### src/rtl/ibuf.sv
// Instruction buffer between fetch and decode: DEPTH-entry FIFO of instruction words tagged with a self-generated PC.
// Optional same-cycle bypass of an empty buffer is enabled by defining IBUF_BYPASS_EN.
module ibuf #(
    parameter int unsigned DEPTH = 8,
    parameter int unsigned WIDTH = 16
) (
    input  logic                       clk,
    input  logic                       rst_n,
    input  logic                       ib_push,
    input  logic [WIDTH-1:0]           ib_push_data,
    output logic                       ib_full,
    input  logic                       flush,
    input  logic [15:0]                flush_target,
    output logic                       out_valid,
    output logic [WIDTH-1:0]           out_data,
    output logic [15:0]                out_pc,
    input  logic                       out_ready,
    output logic [$clog2(DEPTH):0]     count
);

    localparam int unsigned AW = $clog2(DEPTH);
    localparam int unsigned CW = AW + 1;

    logic [WIDTH+15:0] r_mem [DEPTH];
    logic [AW-1:0]     r_rd_ptr;
    logic [AW-1:0]     r_wr_ptr;
    logic [CW-1:0]     r_count;
    logic [15:0]       r_wr_pc;

    logic              w_empty;
    logic              w_full;
    logic              w_bypass;
    logic              w_bypass_take;
    logic              w_push;
    logic              w_pop;
    logic [WIDTH+15:0] w_head;

    assign w_empty = (r_count == '0);
    assign w_full  = (r_count == CW'(DEPTH));
    assign w_head  = r_mem[r_rd_ptr];

`ifdef IBUF_BYPASS_EN
    assign w_bypass = w_empty && ib_push && !flush;
`else
    assign w_bypass = 1'b0;
`endif

    // A bypassed word that decode takes this cycle never enters storage.
    assign w_bypass_take = w_bypass && out_ready;
    assign w_push        = ib_push && !w_full && !flush && !w_bypass_take;
    assign w_pop         = !w_empty && out_ready && !flush;

    assign ib_full = w_full;
    assign count   = r_count;

    always_comb begin
        out_valid = 1'b0;
        out_data  = '0;
        out_pc    = '0;
        if (!w_empty) begin
            out_valid = 1'b1;
            out_data  = w_head[WIDTH+15:16];
            out_pc    = w_head[15:0];
        end else if (w_bypass) begin
            out_valid = 1'b1;
            out_data  = ib_push_data;
            out_pc    = r_wr_pc;
        end
    end

    always_ff @(posedge clk) begin
        if (rst_n && w_push) begin
            r_mem[r_wr_ptr] <= {ib_push_data, r_wr_pc};
        end
    end

    always_ff @(posedge clk) begin
        if (!rst_n) begin
            r_rd_ptr <= '0;
            r_wr_ptr <= '0;
            r_count  <= '0;
            r_wr_pc  <= '0;
        end else if (flush) begin
            r_rd_ptr <= '0;
            r_wr_ptr <= '0;
            r_count  <= '0;
            r_wr_pc  <= flush_target;
        end else begin
            if (w_push) begin
                r_wr_ptr <= r_wr_ptr + 1'b1;
            end
            if (w_push || w_bypass_take) begin
                r_wr_pc <= r_wr_pc + 16'd1;
            end
            if (w_pop) begin
                r_rd_ptr <= r_rd_ptr + 1'b1;
            end
            case ({w_push, w_pop})
                2'b10:   r_count <= r_count + CW'(1);
                2'b01:   r_count <= r_count - CW'(1);
                default: r_count <= r_count;
            endcase
        end
    end

endmodule

### config.mk
export PLATFORM = sky130hd
export DESIGN_NAME = ibuf
export DESIGN_NICKNAME = d
export VERILOG_FILES = /design/src/rtl/ibuf.sv
export SDC_FILE = /design/constraint.sdc
export NUM_CORES = 1
export LEC_CHECK = 0
export BUFFER_PORTS_ARGS = -buffer_cell sky130_fd_sc_hd__buf_2
export CAP_MARGIN = 20
export CORE_MARGIN = 3
export CORE_UTILIZATION = 55
export DETAILED_ROUTE_END_ITERATION = 8
export PLACE_DENSITY_LB_ADDON = 0.12
export SYNTH_ARGS = -nofsm -noshare
export SYNTH_HDL_FRONTEND = slang
export SYNTH_SLANG_ARGS = --single-unit
### constraint.sdc
create_clock -name clk -period 9.8 [get_ports clk]
set_input_delay 0.98 -clock clk [delete_from_list [all_inputs] [get_ports clk]]
set_output_delay 0.98 -clock clk [all_outputs]
set_load 0.03 [all_outputs]
==> results of run 1 <==
[kinds of logic after synthesis]
group / count (synthesis) / share of synthesized area, %
adder cells (fa/ha/maj): 7 / 0.849
AO/OA/AOI/OAI: 40 / 2.08
XOR/XNOR: 14 / 1.09
buffers and inverters: 38 / 1.47
multiplexers: 98 / 15.9
AND/OR/NAND/NOR: 112 / 4.80
flip-flops: 285 / 73.8
[through the flow]
step	hold WS [ns]	util, %	setup slack, ns
5_1_grt	0.540	65.5	5.37
2_1_floorplan	0.454	-	5.43
3_3_place_gp	0.463	60.4	5.85
4_1_cts	0.485	65.2	5.57
3_5_place_dp	0.471	60.4	5.70
6_report	0.489	65.5	5.65
[worst paths after layout]
kind         slack (ns)                      from                     to  depth (start not counted)
max                5.65                      flop              out_pc[6]                          5
min reg2reg        0.49  r_rd_ptr[1]$_SDFFE_PP0P_                   flop                          2
max reg2reg        6.86     count[0]$_SDFFE_PP0P_  r_mem[2][4]$_DFFE_PP_                          5
min                0.49  r_rd_ptr[1]$_SDFFE_PP0P_                   flop                          2
[area by class of cell]
type | count | area share, %
Clock inverter | 10 | 1.03
Clock buffer | 43 | 6.26
Sequential cell | 285 | 64.1
Timing Repair Buffer | 86 | 3.82
Multi-Input combinational cell | 271 | 21.9
Tap cell | 265 | 2.57
Inverter | 8 | 0.271
[layer usage]
layer / wire, um / up-vias
met5: 0 / -
met4: 340 / 0
met3: 1040 / 31
met2: 10500 / 165
met1: 9280 / 2925
li1: - / 2555
[cell usage in the layout, fill, tap and decap left out, drive strengths merged, types with 2 or more instances in the layout]
cell	Yosys	final
edfxtp	256	256
buf	13	86
mux4	64	64
nor2	54	54
clkbuf	17	43
mux2i	34	34
dfxtp	29	29
o21ai	15	15
nand2	12	12
nand3	12	12
a21oi	12	12
inv	8	9
xor2	7	7
xnor2	7	7
ha	6	6
or3	6	6
nand2b	5	5
a31oi	5	5
nor3	5	5
nand4	4	4
nor4	4	4
clkinv	0	4
and4	3	3
bufinv	0	3
nor3b	2	2
or4	2	2
clkinvlp	0	2
[state kept, by name, indices dropped and copies added, names as in the netlist, named ones only]
register  flops
r_mem       256
count         4
r_wr_pc      16
r_rd_ptr      3
r_wr_ptr      3
[where the power goes]
part / internal (mW) / switching (mW)
clock: 0.648 / 0.429
combinational: 0.0258 / 0.0431
sequential: 1.34 / 0.0184
total: 2.01 / 0.490
[worst max-delay path, cell delays in order (launching register included)]
cell	delay, ns
dfxtp_4	0.61
buf_4	0.79
mux4_2	0.61
mux2i_1	0.30
nor2_1	0.06
buf_2	0.19
==> flow_summary.toml, run 1 <==
[worst_setup_path]
cp-start-kind = "flop"
critPathRequiredTime_ns = 8.82
worstPathArrival_ns = 3.17
crit_path_end_kind = "primary output"
crit_fanout = 44
crit_type = "reg2out"

[place]
placedCellCount = 913
gp_congestion = 0.822
post_dp_cell_area_um2 = 11900
dp_hpwl_um = 11600
portBuffers = 74

[grt]
antenna_found_initial = 0
busiest_layer = "met2"
grt_pass1_vias = 5719
grt_max_degree = 65
use_met1_pct = 28.2
use_met2_pct = 32.1
track_usage_pct = 19.6
grt-ovfl-total = 0
grt_pass1_wl_um = 33000
gr-usage-met3_pct = 2.96

[synthesis]
syn_nets = 638
yosys.cell_count.top_type = "edfxtp_1"
ys_ff_latch = 285
yosysTopAreaCell = "edfxtp_1"
synth_common_cells = "edfxtp_1 (256), mux4_2 (64), nor2_1 (54), mux2i_1 (34), dfxtp_1 (29)"
avgSynthCellArea_um2 = 18.9
synth-async-reset-ratio_pct = 0
yosys_warnings = 0
synth_ff_type = "edfxtp_1"
netlist_top_cells_area = "edfxtp_1 (69%), mux4_2 (13%), dfxtp_1 (5.2%), mux2i_1 (3.0%), nor2_1 (1.8%)"
yosysSeqAreaShare_pct = 73.8
ys_types = 41
syn_area_um2 = 11200
yosysTopAreaCellShare_pct = 68.6
synth_edf_count = 256
synthCells = 594

[floorplan]
die_w_um = 149
core_area_um2 = 19700
die_h_um = 149
ios = 75
dieArea_um2 = 22100
rows = 51
start_util_pct = 56.8

[timing]
final-setup-viol-count = 0
rsz0062_at_grt = "false"
slew_headroom_pct = 38.1
finalHoldViolations = 0
clock_skew_ns = 0.0121
period_share_pct = 42.3
fmax_mhz = 241
period_needed_ns = 4.15
worst_pin_slew_ns = 0.929
finalSetupTns_ns = 0
final-max-slew-violation-count = 0

[route]
routed_wirelength_um = 21200
drt_iter0_drc = 294
drcViolationCount = 0
wl_per_cell_um = 21.9
ant_nets = 0
viasPerCell = 5.86
dr.pass1.iters = 5
vias = 5676

[power_and_ir_drop]
irDropWorstVdd_mv = 0.124
p_per_area_nw_per_um2 = 194
power_mw = 2.50
p_leak_nw = 4.17

[clock_network]
numCtsBuffers = 29
clk_latency_ns = 0.54
cts_resized = 0
cts.clk_slew.worst_paths_ns = 0.06
post-cts-setup-buffer-count = 0
ctsHoldBuffers = 0
clkSinkCount = 285
h-tree-depth = 1
cts_tree = "built"
cts-root-buf = "clkbuf_16"
cts_buffer_depth = 3

[finish]
design_area_um2 = 12900
num-nets-final = 725
multiInputGateArea_um2 = 2830
drive_gt1_share_pct = 29.3
fillCellCount = 1349
diodes = 0
seqCellArea_um2 = 8270
layout.cells.non_filler = 968
syn_to_final_growth_pct = 15.2

[min_path]
hold_path.class = "reg2reg"

[flow_run]
max_cap_violations = 0

[run_status]
status = "finished clean"
No activity file was read; power rests on OpenSTA's default activity.
==> inputs of run 2 (changes only) <==
- CORE_UTILIZATION: 55 -> 54
- clock period: 9.8 -> 3.5 ns (I/O delays scaled with it)
==> run 2 against run 1 <==
Hold slack got worse by 0.40 ns. Sequential cell count unchanged. Largest power group unchanged. Critical path depth stayed put. Sequential share of layout area grew 0.19 points. Count of clock-buffer cells in the layout is 6 lower. Via count grew 0.99%. Total power rose to 2.7 times the previous value.
==> flow_summary.toml, run 2 (synthesis results as in run 1) <==
[clock_network]
h-tree-depth = 1
cts_buffer_depth = 3
post-cts-setup-buffer-count = 0
cts-root-buf = "clkbuf_16"
clkSinkCount = 285
cts_tree = "built"
clk_latency_ns = 0.52
numCtsBuffers = 28
cts.clk_slew.worst_paths_ns = 0.06
ctsHoldBuffers = 0
cts_resized = 0

[worst_setup_path]
critPathMaxStageDelay_ns = 0.65
crit_path_end_kind = "primary output"
crit_fanout = 23
crit_type = "reg2out"
path_cells = "buf_4 -> mux4_2 -> mux2i_1 -> nor2_1 -> buf_2"
crit_slowest_cell = "dfxtp_4"
critPathRequiredTime_ns = 3.15
crit_buf_inv = 2
worstPathArrival_ns = 2.60
rrSetupSlack_ns = 0.84
path_delay_family = "multiplexers"
cp-start-kind = "flop"
rr_worst_depth = 5
timing.rr.end = "r_mem[0][22]$_DFFE_PP_"
rr_startpoint = "count[0]$_SDFFE_PP0P_"

[place]
dp_hpwl_um = 12800
portBuffers = 74
dpl_worst_slack_ns = 0.846
placedCellCount = 926
post_dp_cell_area_um2 = 12000
gp_congestion = 0.874

[finish]
diodes = 0
mostFrequentLayoutCells = "edfxtp_1 (256), buf_2 (74), mux4_2 (64)"
fillCellCount = 1420
final_common_cell = "edfxtp_1"
design_area_um2 = 12900
num-nets-final = 730
layout.cells.non_filler = 975
drive_gt1_share_pct = 29.1
largest_register_ffs = 256
syn_to_final_growth_pct = 14.9
top_register = "r_mem"

[route]
vias = 5732
dr.pass1.iters = 4
drt_iter0_drc = 358
ant_nets = 0
routed_wirelength_um = 21700
wl_per_cell_um = 22.3
viasPerCell = 5.88
drcViolationCount = 0

[grt]
use_met2_pct = 33.5
grt_pass1_wl_um = 33900
busiest_layer = "met2"
grt-ovfl-total = 0
antenna_found_initial = 0
gr-usage-met3_pct = 2.97
grt_pass1_vias = 5960
use_met1_pct = 27.6
grt_max_degree = 33
track_usage_pct = 20.0

[timing]
finalHoldViolations = 0
period_needed_ns = 2.95
finalSetupTns_ns = 0
worst_pin_slew_ns = 0.762
period_share_pct = 84.4
final-max-slew-violation-count = 0
setup_ws_ns = 0.548
slew_headroom_pct = 49.2
clock_skew_ns = 0.00570
rsz0062_at_grt = "false"
fmax_mhz = 339
final-setup-viol-count = 0

[flow_run]
max_cap_violations = 0

[power_and_ir_drop]
irDropWorstVdd_mv = 0.444
power.switching_mw = 1.32
pwr-share-clk_pct = 40.6
p_leak_nw = 4.14
sw_frac_of_total_pct = 19.7
p_per_area_nw_per_um2 = 522
power.share.sequential_pct = 56.5
combPwrFrac_pct = 2.9
power.internal_mw = 5.39

[floorplan]
start_util_pct = 55.2
rows = 52
core_area_um2 = 20300
die_h_um = 150
die_w_um = 150
dieArea_um2 = 22500
ios = 75

[min_path]
hold_path.class = "in2reg"
holdPathStages = 3
holdPathEnd = "r_wr_pc[3]$_SDFFE_PN0P_"
hp-start = "flush_target[3]"

[run_status]
status = "finished clean"
-- run 2: cell types whose count changed in the layout (fill, tap and decap cells not counted), sizes merged --
| cell | change |
|---|---|
| buf | +6 |
| clkbuf | -6 |
| clkinv | +6 |
| bufinv | -2 |
| clkinvlp | -1 |
| inv | -1 |
-- run 2: per-stage QoR --
step	total power [mW]	hold slack [ns]	util, %
after floorplan	3.96	0.449	-
after global placement	4.05	0.456	59.3
after detailed placement	4.06	0.475	59.3
after CTS	6.79	0.0578	63.4
after global routing	6.94	0.0710	63.4
final	6.71	0.0867	63.4
-- run 2: final cells by class --
type                            instances  area (um^2)  area share [%]
Clock buffer                           37          756            5.87
Sequential cell                       285         8270            64.3
Clock inverter                         12         78.8           0.613
Tap cell                              270          338            2.63
Multi-Input combinational cell        271         2840            22.1
Inverter                                8         35.0           0.272
Timing Repair Buffer                   92          543            4.22
-- run 2: power groups by stage --
stage	Clock [mW]	Sequential, mW	Combinational [mW]
6_report	2.72	3.79	0.197
5_1_grt	2.93	3.80	0.216
4_1_cts	2.80	3.79	0.199
3_5_place_dp	0	3.87	0.198
3_3_place_gp	0	3.86	0.191
2_1_floorplan	0	3.84	0.120
-- run 2: how the worst max path moves through the flow --
stage | startpoint | endpoint | cells past startpoint
3_3_place_gp | count[0]$_SDFFE_PP0P_ | r_mem[0][21]$_DFFE_PP_ | 5
6_report | flop | out_pc[7] | 5
5_1_grt | flop | out_pc[7] | 5
3_5_place_dp | count[0]$_SDFFE_PP0P_ | r_mem[0][23]$_DFFE_PP_ | 5
4_1_cts | flop | out_pc[7] | 5
2_1_floorplan | count[0]$_SDFFE_PP0P_ | r_mem[2][0]$_DFFE_PP_ | 5
-- run 2: per-layer routing --
layer | up-vias | share of wire (%)
li1 | 2567 | -
met1 | 2944 | 42
met2 | 179 | 50
met3 | 42 | 5.5
met4 | 0 | 2.5
met5 | - | 0
-- run 2: worst register-to-register path: stages, from the launching register on --
cell	delay (ns)
dfxtp_1	0.44
or4b_1	0.38
nand2_1	0.26
or3_1	0.58
nor3_4	0.17
buf_4	0.47
==> inputs of run 3 (changes only) <==
- clock period: 3.5 -> 2.7 ns (I/O delays scaled with it)
==> run 3 against run 2 <==
Critical path depth did not move. First-iteration DRC count fell by 3.4%. Via count down 0.30%. Register-to-register slack worse by 0.58 ns. Count of clock-buffer cells in the layout fell by 2. Clock skew is 0.0072 ns higher. Global-route usage is essentially flat. Critical endpoint is now out_pc[6]. Largest power group unchanged. Highest routed layer unchanged.
==> flow_summary.toml, run 3 (synthesis results as in run 1) <==
[route]
drcViolationCount = 0
ant_nets = 0
viasPerCell = 5.72
routed_wirelength_um = 21600
dr.pass1.iters = 4
vias = 5715
wl_per_cell_um = 21.6
drt_iter0_drc = 346

[grt]
grt_pass1_wl_um = 34100
grt_max_degree = 45
grt-ovfl-total = 0
grt_pass1_vias = 6088
track_usage_pct = 20.0
antenna_found_initial = 0

[flow_run]
max_cap_violations = 0

[worst_setup_path]
rr_startpoint = "count[3]$_SDFFE_PP0P_"
crit_fanout = 20
crit_path_end_kind = "primary output"
critPathMaxStageDelay_ns = 0.52
crit_slowest_cell = "mux4_2"
worstPathArrival_ns = 2.29
crit_type = "reg2out"
crit_buf_inv = 2
path_cells = "buf_12 -> mux4_2 -> mux2i_1 -> nor2_1 -> buf_2"
path_delay_family = "multiplexers"
rr_worst_depth = 8
cp-start-kind = "flop"
cp.depth = 5
critPathRequiredTime_ns = 2.43
rrSetupSlack_ns = 0.26
timing.rr.end = "count[3]$_SDFFE_PP0P_"

[floorplan]
rows = 52
dieArea_um2 = 22500
core_area_um2 = 20300
die_w_um = 150
start_util_pct = 55.2
die_h_um = 150
ios = 75

[finish]
drive_gt1_share_pct = 31.6
design_area_um2 = 13200
largest_register_ffs = 256
mostFrequentLayoutCells = "edfxtp_1 (256), buf_2 (74), mux4_2 (64)"
multiInputGateArea_um2 = 2850
num-nets-final = 753
fillCellCount = 1439
finish.utilization_pct = 64.8
seqCellArea_um2 = 8280
layout.cells.non_filler = 1000
syn_to_final_growth_pct = 17.4
top_register = "r_mem"
final_common_cell = "edfxtp_1"
diodes = 0

[timing]
finalHoldViolations = 0
slew_headroom_pct = 66.6
worst_pin_slew_ns = 0.499
period_needed_ns = 2.56
rsz0062_at_grt = "false"
fmax_mhz = 391
period_share_pct = 94.8
clock_skew_ns = 0.0129
final-max-slew-violation-count = 0
final-setup-viol-count = 0
setup_ws_ns = 0.140
holdWs_ns = 0.0177
finalSetupTns_ns = 0

[clock_network]
cts-root-buf = "clkbuf_16"
cts_resized = 0
numCtsBuffers = 27
cts_buffer_depth = 3
h-tree-depth = 1
clk_latency_ns = 0.52
cts_tree = "built"
clkSinkCount = 285
cts.clk_slew.worst_paths_ns = 0.06

[run_status]
status = "finished clean"

[min_path]
hold_path.class = "in2reg"
holdPathEnd = "r_mem[3][23]$_DFFE_PP_"
hp-start = "ib_push_data[7]"
holdPathStages = 1

[power_and_ir_drop]
irDropWorstVdd_mv = 0.440
p_leak_nw = 4.29
power_mw = 8.69
p_per_area_nw_per_um2 = 661

[place]
portBuffers = 74
dp_hpwl_um = 13000
dpl_worst_slack_ns = 0.181
gp_congestion = 0.791
placedCellCount = 937
post_dp_cell_area_um2 = 12200
-- run 3: changes by cell type in the layout (fill, tap and decap cells not counted), sizes merged --
cell,delta
buf,+18
clkinv,+3
dlygate4sd3,+6
clkinvlp,-1
inv,+1
clkbuf,-2
-- run 3: power breakdown --
group | internal [mW] | switching, mW | leakage (nW)
Combinational | 0.113 | 0.168 | 1.32
Clock | 1.99 | 1.51 | 0.412
Sequential | 4.85 | 0.0601 | 2.56
-- run 3: routing by layer --
metal  up-vias  share of wire (%)  global-route usage [%]
li1       2624                  -                       -
met1      2917                 42                    26.7
met2       142                 51                    35.0
met3        32                4.6                    2.94
met4         0                1.6                    4.67
met5         -                  0                       0
-- run 3: how the worst max path moves through the flow --
| stage | from | endpoint | slack (ns) |
|---|---|---|---|
| 2_1_floorplan | count[3]$_SDFFE_PP0P_ | r_mem[7][0]$_DFFE_PP_ | -0.06 |
| 5_1_grt | flop | out_pc[15] | 0.004 |
| 6_report | flop | out_pc[6] | 0.14 |
| 3_5_place_dp | count[3]$_SDFFE_PP0P_ | r_mem[6][21]$_DFFE_PP_ | 0.18 |
| 3_3_place_gp | count[3]$_SDFFE_PP0P_ | r_mem[2][23]$_DFFE_PP_ | 0.23 |
| 4_1_cts | flop | out_pc[6] | 0.10 |
-- run 3: area by class of cell --
| class | instances | share of cell area, % |
|---|---|---|
| flip-flops and latches | 285 | 62.9 |
| multi-input cells | 271 | 21.7 |
| repair buffers | 116 | 6.28 |
| clock buffers | 35 | 5.52 |
| well taps | 270 | 2.57 |
| clock inverters | 15 | 0.770 |
| inverters | 8 | 0.266 |
-- run 3: repair_timing --
| action | CTS | global route |
|---|---|---|
| setup buffers | 6 | 0 |
| setup endpoints to repair | 1 | 0 |
| hold buffers | 6 | 0 |
| endpoints found under the hold margin | 46 | 0 |
